File: config.mk
export PLATFORM = sky130hd
export DESIGN_NAME = nand_toggle_bank
export DESIGN_NICKNAME = d
export VERILOG_FILES = /design/src/rtl/nand_toggle_bank.sv
export SDC_FILE = /design/constraint.sdc
export NUM_CORES = 1
export LEC_CHECK = 0
export ABC_AREA = 1
export CAP_MARGIN = 10
export CORE_MARGIN = 2
export CORE_UTILIZATION = 50
export DETAILED_ROUTE_END_ITERATION = 7
export PLACE_DENSITY_LB_ADDON = 0.2
export SYNTH_ARGS = -nofsm -noshare
export SYNTH_HDL_FRONTEND = slang
export SYNTH_SLANG_ARGS = --single-unit
File: constraint.sdc
create_clock -name clk -period 6.4 [get_ports clk]
set_input_delay 1.28 -clock clk [delete_from_list [all_inputs] [get_ports clk]]
set_output_delay 1.28 -clock clk [all_outputs]
set_load 0.01 [all_outputs]
File: src/rtl/nand_toggle_bank.sv
// Bank of registered NAND-feedback toggles with a rising-edge counter on one selectable
// channel and a first-word-fall-through FIFO of edge timestamps.
module nand_toggle_bank #(
    parameter int unsigned  CHANNELS = 4,
    parameter int unsigned  DEPTH    = 4,
    parameter int unsigned  CNT_W    = 64,
    localparam int unsigned SEL_W    = (CHANNELS > 1) ? $clog2(CHANNELS) : 1,
    localparam int unsigned LVL_W    = $clog2(DEPTH + 1)
) (
    input  logic                clk,
    input  logic                rst_n,
    input  logic [CHANNELS-1:0] en,
    input  logic                clr,
    input  logic [SEL_W-1:0]    sel,
    output logic [CHANNELS-1:0] osc,
    output logic [7:0]          status,
    output logic [CNT_W-1:0]    edges,
    output logic                ts_valid,
    input  logic                ts_ready,
    output logic [CNT_W-1:0]    ts_data,
    output logic [LVL_W-1:0]    ts_level,
    output logic                overflow
);

    localparam int unsigned PTR_W  = $clog2(DEPTH);
    localparam int unsigned STAT_N = (CHANNELS < 8) ? CHANNELS : 8;

    logic [CHANNELS-1:0] osc_q, osc_d, osc_prev_q;
    logic [CNT_W-1:0]    tick_q, tick_d;
    logic [CNT_W-1:0]    edges_q, edges_d;
    logic [CNT_W-1:0]    mem_q [DEPTH];
    logic [PTR_W-1:0]    rd_ptr_q, rd_ptr_d;
    logic [PTR_W-1:0]    wr_ptr_q, wr_ptr_d;
    logic [LVL_W-1:0]    level_q, level_d;
    logic                overflow_q, overflow_d;

    logic sel_ok;
    logic rise;
    logic fifo_full;
    logic fifo_empty;
    logic push_req;
    logic push;
    logic pop;

    assign osc_d = ~(osc_q & en);

    // osc_prev tracks every channel, so switching sel never fabricates an edge.
    assign sel_ok = (32'(sel) < CHANNELS);
    assign rise   = sel_ok & osc_q[sel] & ~osc_prev_q[sel];

    assign fifo_full  = (level_q == LVL_W'(DEPTH));
    assign fifo_empty = (level_q == '0);

    // clr wins over both FIFO operations in the same cycle.
    assign pop      = ~fifo_empty & ts_ready & ~clr;
    assign push_req = rise & ~clr;
    assign push     = push_req & (~fifo_full | pop);

    always_comb begin
        tick_d     = tick_q + CNT_W'(1);
        edges_d    = edges_q;
        rd_ptr_d   = rd_ptr_q;
        wr_ptr_d   = wr_ptr_q;
        level_d    = level_q;
        overflow_d = overflow_q;

        if (clr) begin
            tick_d     = '0;
            edges_d    = '0;
            rd_ptr_d   = '0;
            wr_ptr_d   = '0;
            level_d    = '0;
            overflow_d = 1'b0;
        end else begin
            if (rise) begin
                edges_d = edges_q + CNT_W'(1);
            end
            if (push) begin
                wr_ptr_d = wr_ptr_q + PTR_W'(1);
            end
            if (pop) begin
                rd_ptr_d = rd_ptr_q + PTR_W'(1);
            end
            unique case ({push, pop})
                2'b10:   level_d = level_q + LVL_W'(1);
                2'b01:   level_d = level_q - LVL_W'(1);
                default: level_d = level_q;
            endcase
            if (push_req && !push) begin
                overflow_d = 1'b1;
            end
        end
    end

    always_ff @(posedge clk or negedge rst_n) begin
        if (!rst_n) begin
            osc_q      <= '0;
            osc_prev_q <= '0;
            tick_q     <= '0;
            edges_q    <= '0;
            rd_ptr_q   <= '0;
            wr_ptr_q   <= '0;
            level_q    <= '0;
            overflow_q <= 1'b0;
        end else begin
            osc_q      <= osc_d;
            osc_prev_q <= osc_q;
            tick_q     <= tick_d;
            edges_q    <= edges_d;
            rd_ptr_q   <= rd_ptr_d;
            wr_ptr_q   <= wr_ptr_d;
            level_q    <= level_d;
            overflow_q <= overflow_d;
        end
    end

    // Storage needs no reset: ts_data is forced to zero while the FIFO is empty.
    always_ff @(posedge clk) begin
        if (push) begin
            mem_q[wr_ptr_q] <= tick_q;
        end
    end

    always_comb begin
        status             = '0;
        status[STAT_N-1:0] = osc_q[STAT_N-1:0];
    end

    assign osc      = osc_q;
    assign edges    = edges_q;
    assign ts_valid = ~fifo_empty;
    assign ts_data  = fifo_empty ? '0 : mem_q[rd_ptr_q];
    assign ts_level = level_q;
    assign overflow = overflow_q;

endmodule

==> flow_summary.json, run 1 <==
{
  "status": "completed",
  "layout_common_cells": "583 x nor2_1, 409 x nand2_1, 256 x edfxtp_1, 157 x inv_1, 152 x o21ai_0",
  "crit_chain": "buf_4, nor2_1, nor2_1, o21ai_0, a21oi_1, clkdlybuf4s50_1",
  "synth-seq-area-share": 0.584,
  "antenna_left": 0,
  "io_buffers": 150,
  "slew_violations": 0,
  "ios": 155,
  "hp-class": "register to register",
  "start_kind": "register",
  "coreArea_um2": 38400,
  "crit_required_ps": 5120,
  "finalNetCount": 2349,
  "finalCritPeriodShare": 0.721,
  "critPathArrivalTime_ps": 3340,
  "syn_area_per_cell_um2": 8.82,
  "drt-initial-drc-count": 1217,
  "final_common_cell": "nor2_1",
  "rsz0062_at_grt": "false",
  "grt_first_pass_wirelength_mm": 83.0,
  "die_w_um": 201,
  "ir_drop_mv": 0.183,
  "cp_max_fo": 70,
  "synth_edf_count": 256,
  "holdWs_ps": 452,
  "start_util": 0.504,
  "overflow": 0,
  "multi_input_area_um2": 7120,
  "grt_pass1_vias": 15000,
  "rows": 72,
  "final.min_clock_period_ps": 4620,
  "wl_per_cell_um": 18.3,
  "hold_buffers": 0,
  "relSlewSlack": 0.348,
  "synth.distinct_cells": 45,
  "fp.dieArea_um2": 40300,
  "clock_latency_ps": 560,
  "clkTransAtPathRegs_ps": 60,
  "crit_path_end_kind": "output pin",
  "tightest_slew_ps": 978,
  "via_per_inst": 5.35,
  "antenna_found_initial": 0,
  "syn_to_final_growth_pct": 17.6,
  "final_core_util": 0.593,
  "post_cts_resized": 0,
  "skew_ps": 21.5,
  "fin_area_um2": 22700,
  "ys_ff_latch": 400,
  "cts_setup_buffers": 0,
  "die_height_um": 201,
  "crit_type": "register to output pin",
  "fmax_ghz": 0.217,
  "grt_max_degree": 99,
  "setup_tns_ps": 0,
  "cts_buffers": 41,
  "path_common_cell": "nor2_1",
  "htreeDepth": 2,
  "diodes": 0,
  "netlist_instances": 2193,
  "seq_area_um2": 11300,
  "p_per_area_nw_per_um2": 299,
  "setup_viol": 0,
  "hold_viol": 0,
  "cts_tree": "done",
  "place_area_um2": 21300,
  "yosysWarnings": 0,
  "p_leak_nw": 8.60,
  "synthArstFlopShare": 0.360,
  "cp_slowest_stage_delay_ps": 860,
  "drv_cap": 0,
  "clkSinkCount": 400,
  "finalWirelength_mm": 52.7,
  "track_usage": 0.264,
  "drc": 0,
  "fillCellCount": 3336,
  "first_pass_iters": 6,
  "critPathSlowestCell": "dfrtp_4",
  "drive_above_1_share": 0.0644,
  "synth-main-ff-cell": "edfxtp_1",
  "gp_congestion": 0.948,
  "hpwl_mm": 36.0,
  "syn_area_um2": 19300,
  "clk_path_buf_depth": 3,
  "root_buffer": "clkbuf_16",
  "num_vias": 15400
}
## sequential cells by signal, summed over array words and instances, names as in the netlist
register and flops:
overflow 1, ts_level 3, mem_q 256, osc_prev_q 4, rd_ptr_q 2, wr_ptr_q 2
tick_q 64, edges 64, osc 4
## synth_stat cells (2+ instances only)
library cell  count  area [um2]
buf_4             9        67.6
nor2_1          587        2200
nand2_4           5        56.3
inv_1           157         589
xor2_1           27         236
a211oi_1          2        15.0
inv_2            11        41.3
ha_1              6        75.1
buf_1            17        63.8
nand4_1          49         307
nor2_4           13         146
o21bai_1         15         113
buf_2            15        75.1
nor3_4            2        32.5
nor3_1           34         170
nor3b_1           5        37.5
xnor2_1           8        70.1
nand3_4           2        35.0
edfxtp_1        256        7690
o22a_1            2        17.5
nor2_2           15        93.8
o21ai_1           4        20.0
nand2_2          13        81.3
nand2_1         409        1540
o21ai_0         152         761
o21a_1            4        30.0
nand3b_1          4        30.0
nand3_1          85         425
dfrtp_1         144        3600
clkbuf_1         33         124
a21oi_1          94         470
## critical path, delay by kind of cell (launching register included)
family / cells / cell delay [ps]
flops: 1 / 860
buf+inv: 2 / 1320
compound gates: 2 / 340
simple gates: 2 / 230
## metrics by stage
step                      instances  total power [mW]  worst slack [ps]
after floorplan                2196              3.68              1240
after global placement         2806              4.41              2020
after detailed placement       2806              4.42              1980
after CTS                      2879              6.87              1360
after global routing           2880              7.10              1580
final                          2880              6.80              1780
## power breakdown
part | internal [mW] | switching [mW] | total, mW | leakage (nW)
clock network | 1.46 | 0.988 | 2.45 | 0.669
logic | 0.620 | 0.839 | 1.46 | 3.55
registers | 2.82 | 0.0741 | 2.90 | 4.38
total | 4.90 | 1.90 | 6.80 | 8.60
## cell families (layout without fill, tap and decap cells)
group / count (synthesis) / after routing / synth area share
compound gates: 277 / 277 / 0.0754
xor+xnor: 35 / 35 / 0.0158
fa+ha+maj: 7 / 7 / 0.00492
buf+inv: 244 / 410 / 0.0501
flops: 400 / 400 / 0.584
other cells: 1 / 4 / 0.000194
simple gates: 1229 / 1229 / 0.270
## worst paths after layout
| kind | from | to | slack (ps) | cells after the start |
|---|---|---|---|---|
| min in group asynchronous | rst_n | edges[8] | 820 | 1 |
| worst max-delay path | rd_ptr_q[0] | ts_data[59] | 1780 | 6 |
| max in group asynchronous | rst_n | rd_ptr_q[1] | 4250 | 2 |
| worst max register to register | osc[1] | mem_q[2][32] | 3370 | 7 |
| worst min register to register | osc[3] | osc_prev_q[3] | 450 | 0 |
| worst min-delay path | osc[3] | osc_prev_q[3] | 450 | 0 |
## layout make-up
class	instances	area share
Clock buffer	57	0.0519
Clock inverter	16	0.00875
Inverter	170	0.0281
Multi-Input combinational cell	1552	0.313
Sequential cell	400	0.497
Tap cell	518	0.0285
Timing Repair Buffer	167	0.0731
## per-layer routing
metal	GRT usage	vias up	wire length, um
met5	0	-	0
met4	0.110	0	1910
met3	0.0313	96	2790
met2	0.455	506	26100
met1	0.341	7319	21900
li1	-	7499	-
Power figures use the tool's default switching activity.
==> inputs of run 2 (changes only) <==
clock period = 4 ns   (was 6.4 ns; I/O delays follow)
==> flow_summary.json, run 2 (same netlist as run 1, synthesis figures left out) <==
{
  "status": "completed",
  "holdWs_ps": 370,
  "htreeDepth": 2,
  "overflow": 0,
  "drv_cap": 0,
  "drt-initial-drc-count": 1059,
  "hp-class": "input pin to asynchronous set/reset pin",
  "grt_max_degree": 129,
  "skew_ps": 12.8,
  "crit_family": "buffers and inverters",
  "num_vias": 15300,
  "io_buffers": 150,
  "track_usage": 0.260,
  "hold_viol": 0,
  "place_inst": 2809,
  "crit_buf_inv": 3,
  "cp_slowest_stage_delay_ps": 570,
  "critPathArrivalTime_ps": 2780,
  "drive_above_1_share": 0.0646,
  "coreArea_um2": 38400,
  "crit_required_ps": 3200,
  "fp.dieArea_um2": 40300,
  "hold_buffers": 0,
  "slew_violations": 0,
  "crit_type": "register to output pin",
  "clkSinkCount": 400,
  "crit_chain": "inv_2, buf_12, o21ai_0, a21oi_1, clkdlybuf4s50_1",
  "fin_cells": 2886,
  "ios": 155,
  "die_height_um": 201,
  "layout_common_cells": "583 x nor2_1, 409 x nand2_1, 256 x edfxtp_1, 157 x inv_1, 152 x o21ai_0",
  "setup_viol": 0,
  "finalNetCount": 2352,
  "crit_path_end_kind": "output pin",
  "cts_setup_buffers": 0,
  "wl_per_cell_um": 18.0,
  "p_leak_nw": 8.60,
  "top_register": "mem_q",
  "clock_latency_ps": 560,
  "antenna_left": 0,
  "p_per_area_nw_per_um2": 474,
  "critPathSlowestCell": "clkdlybuf4s50_1",
  "gp_congestion": 0.975,
  "first_pass_iters": 5,
  "grt_pass1_vias": 15000,
  "tightest_slew_ps": 990,
  "cp_max_fo": 80,
  "finalWirelength_mm": 52.0,
  "diodes": 0,
  "post_cts_resized": 0,
  "clk_path_buf_depth": 3,
  "hpwl_mm": 35.3,
  "via_per_inst": 5.29,
  "rows": 72,
  "fmax_ghz": 0.279,
  "drc": 0,
  "final_common_cell": "nor2_1",
  "finalCritPeriodShare": 0.895,
  "start_kind": "register",
  "grt_first_pass_wirelength_mm": 82.2,
  "die_w_um": 201,
  "cts_tree": "done",
  "syn_to_final_growth_pct": 17.7,
  "final.min_clock_period_ps": 3580,
  "antenna_found_initial": 0,
  "root_buffer": "clkbuf_16",
  "rsz0062_at_grt": "false",
  "relSlewSlack": 0.340,
  "start_util": 0.504,
  "clkTransAtPathRegs_ps": 60,
  "final_core_util": 0.593,
  "ir_drop_mv": 0.352,
  "largest_reg_flops": 256,
  "cts_buffers": 42
}
## run 2: cell count changes in the layout (fill, tap and decap cells not counted), sizes merged
cell	delta
clkinv	+6
bufinv	-1
inv	-2
clkbuf	+2
clkinvlp	-1
buf	+2
## run 2: report_power, final
| group | switching (mW) | internal [mW] |
|---|---|---|
| Combinational | 1.39 | 1.01 |
| Sequential | 0.0643 | 4.52 |
| Clock | 1.58 | 2.23 |
| Total | 3.03 | 7.76 |
## run 2: per-stage QoR
| step | TNS (ps) | setup WS (ps) | cell area (um2) | total power [mW] |
|---|---|---|---|---|
| final | 0 | 420 | 22800 | 10.8 |
| after global routing | 0 | 253 | 22800 | 11.3 |
| after CTS | 0 | 378 | 22800 | 10.9 |
| after detailed placement | 0 | 745 | 21400 | 7.10 |
| after global placement | 0 | 828 | 21400 | 7.07 |
| after floorplan | -175130 | -684 | 19400 | 5.88 |
## run 2: worst paths after layout
kind | start | endpoint | slack, ps | cells after the start
max | rd_ptr_q[0] | ts_data[39] | 420 | 5
min | rst_n | edges[8] | 370 | 1
max reg2reg | ts_level[0] | mem_q[1][39] | 1470 | 9
min reg2reg | osc[2] | osc_prev_q[2] | 440 | 0
max in group asynchronous | rst_n | tick_q[32] | 2760 | 2
min in group clk | osc[2] | osc_prev_q[2] | 440 | 0
## run 2: worst reg2reg max path, delay by kind of cell, from the launching register on
kind | cells | cell delay (ps)
flip-flops | 1 | 450
AND/OR/NAND/NOR | 8 | 1280
buffers and inverters | 1 | 320
## run 2: cell type report
class,count,area [um2]
clock buffers,59,1170
repair buffers,169,1720
well taps,518,648
clock inverters,18,170
flip-flops and latches,400,11300
fillers,3391,15600
inverters,170,639
multi-input cells,1552,7120
## run 2: routing by layer
layer  GRT usage  share of wire  routed length, um
met1       0.327           0.41              21200
met2       0.461           0.51              26500
met3      0.0406          0.053               2740
met4      0.0841          0.030               1580
met5           0              0                  0
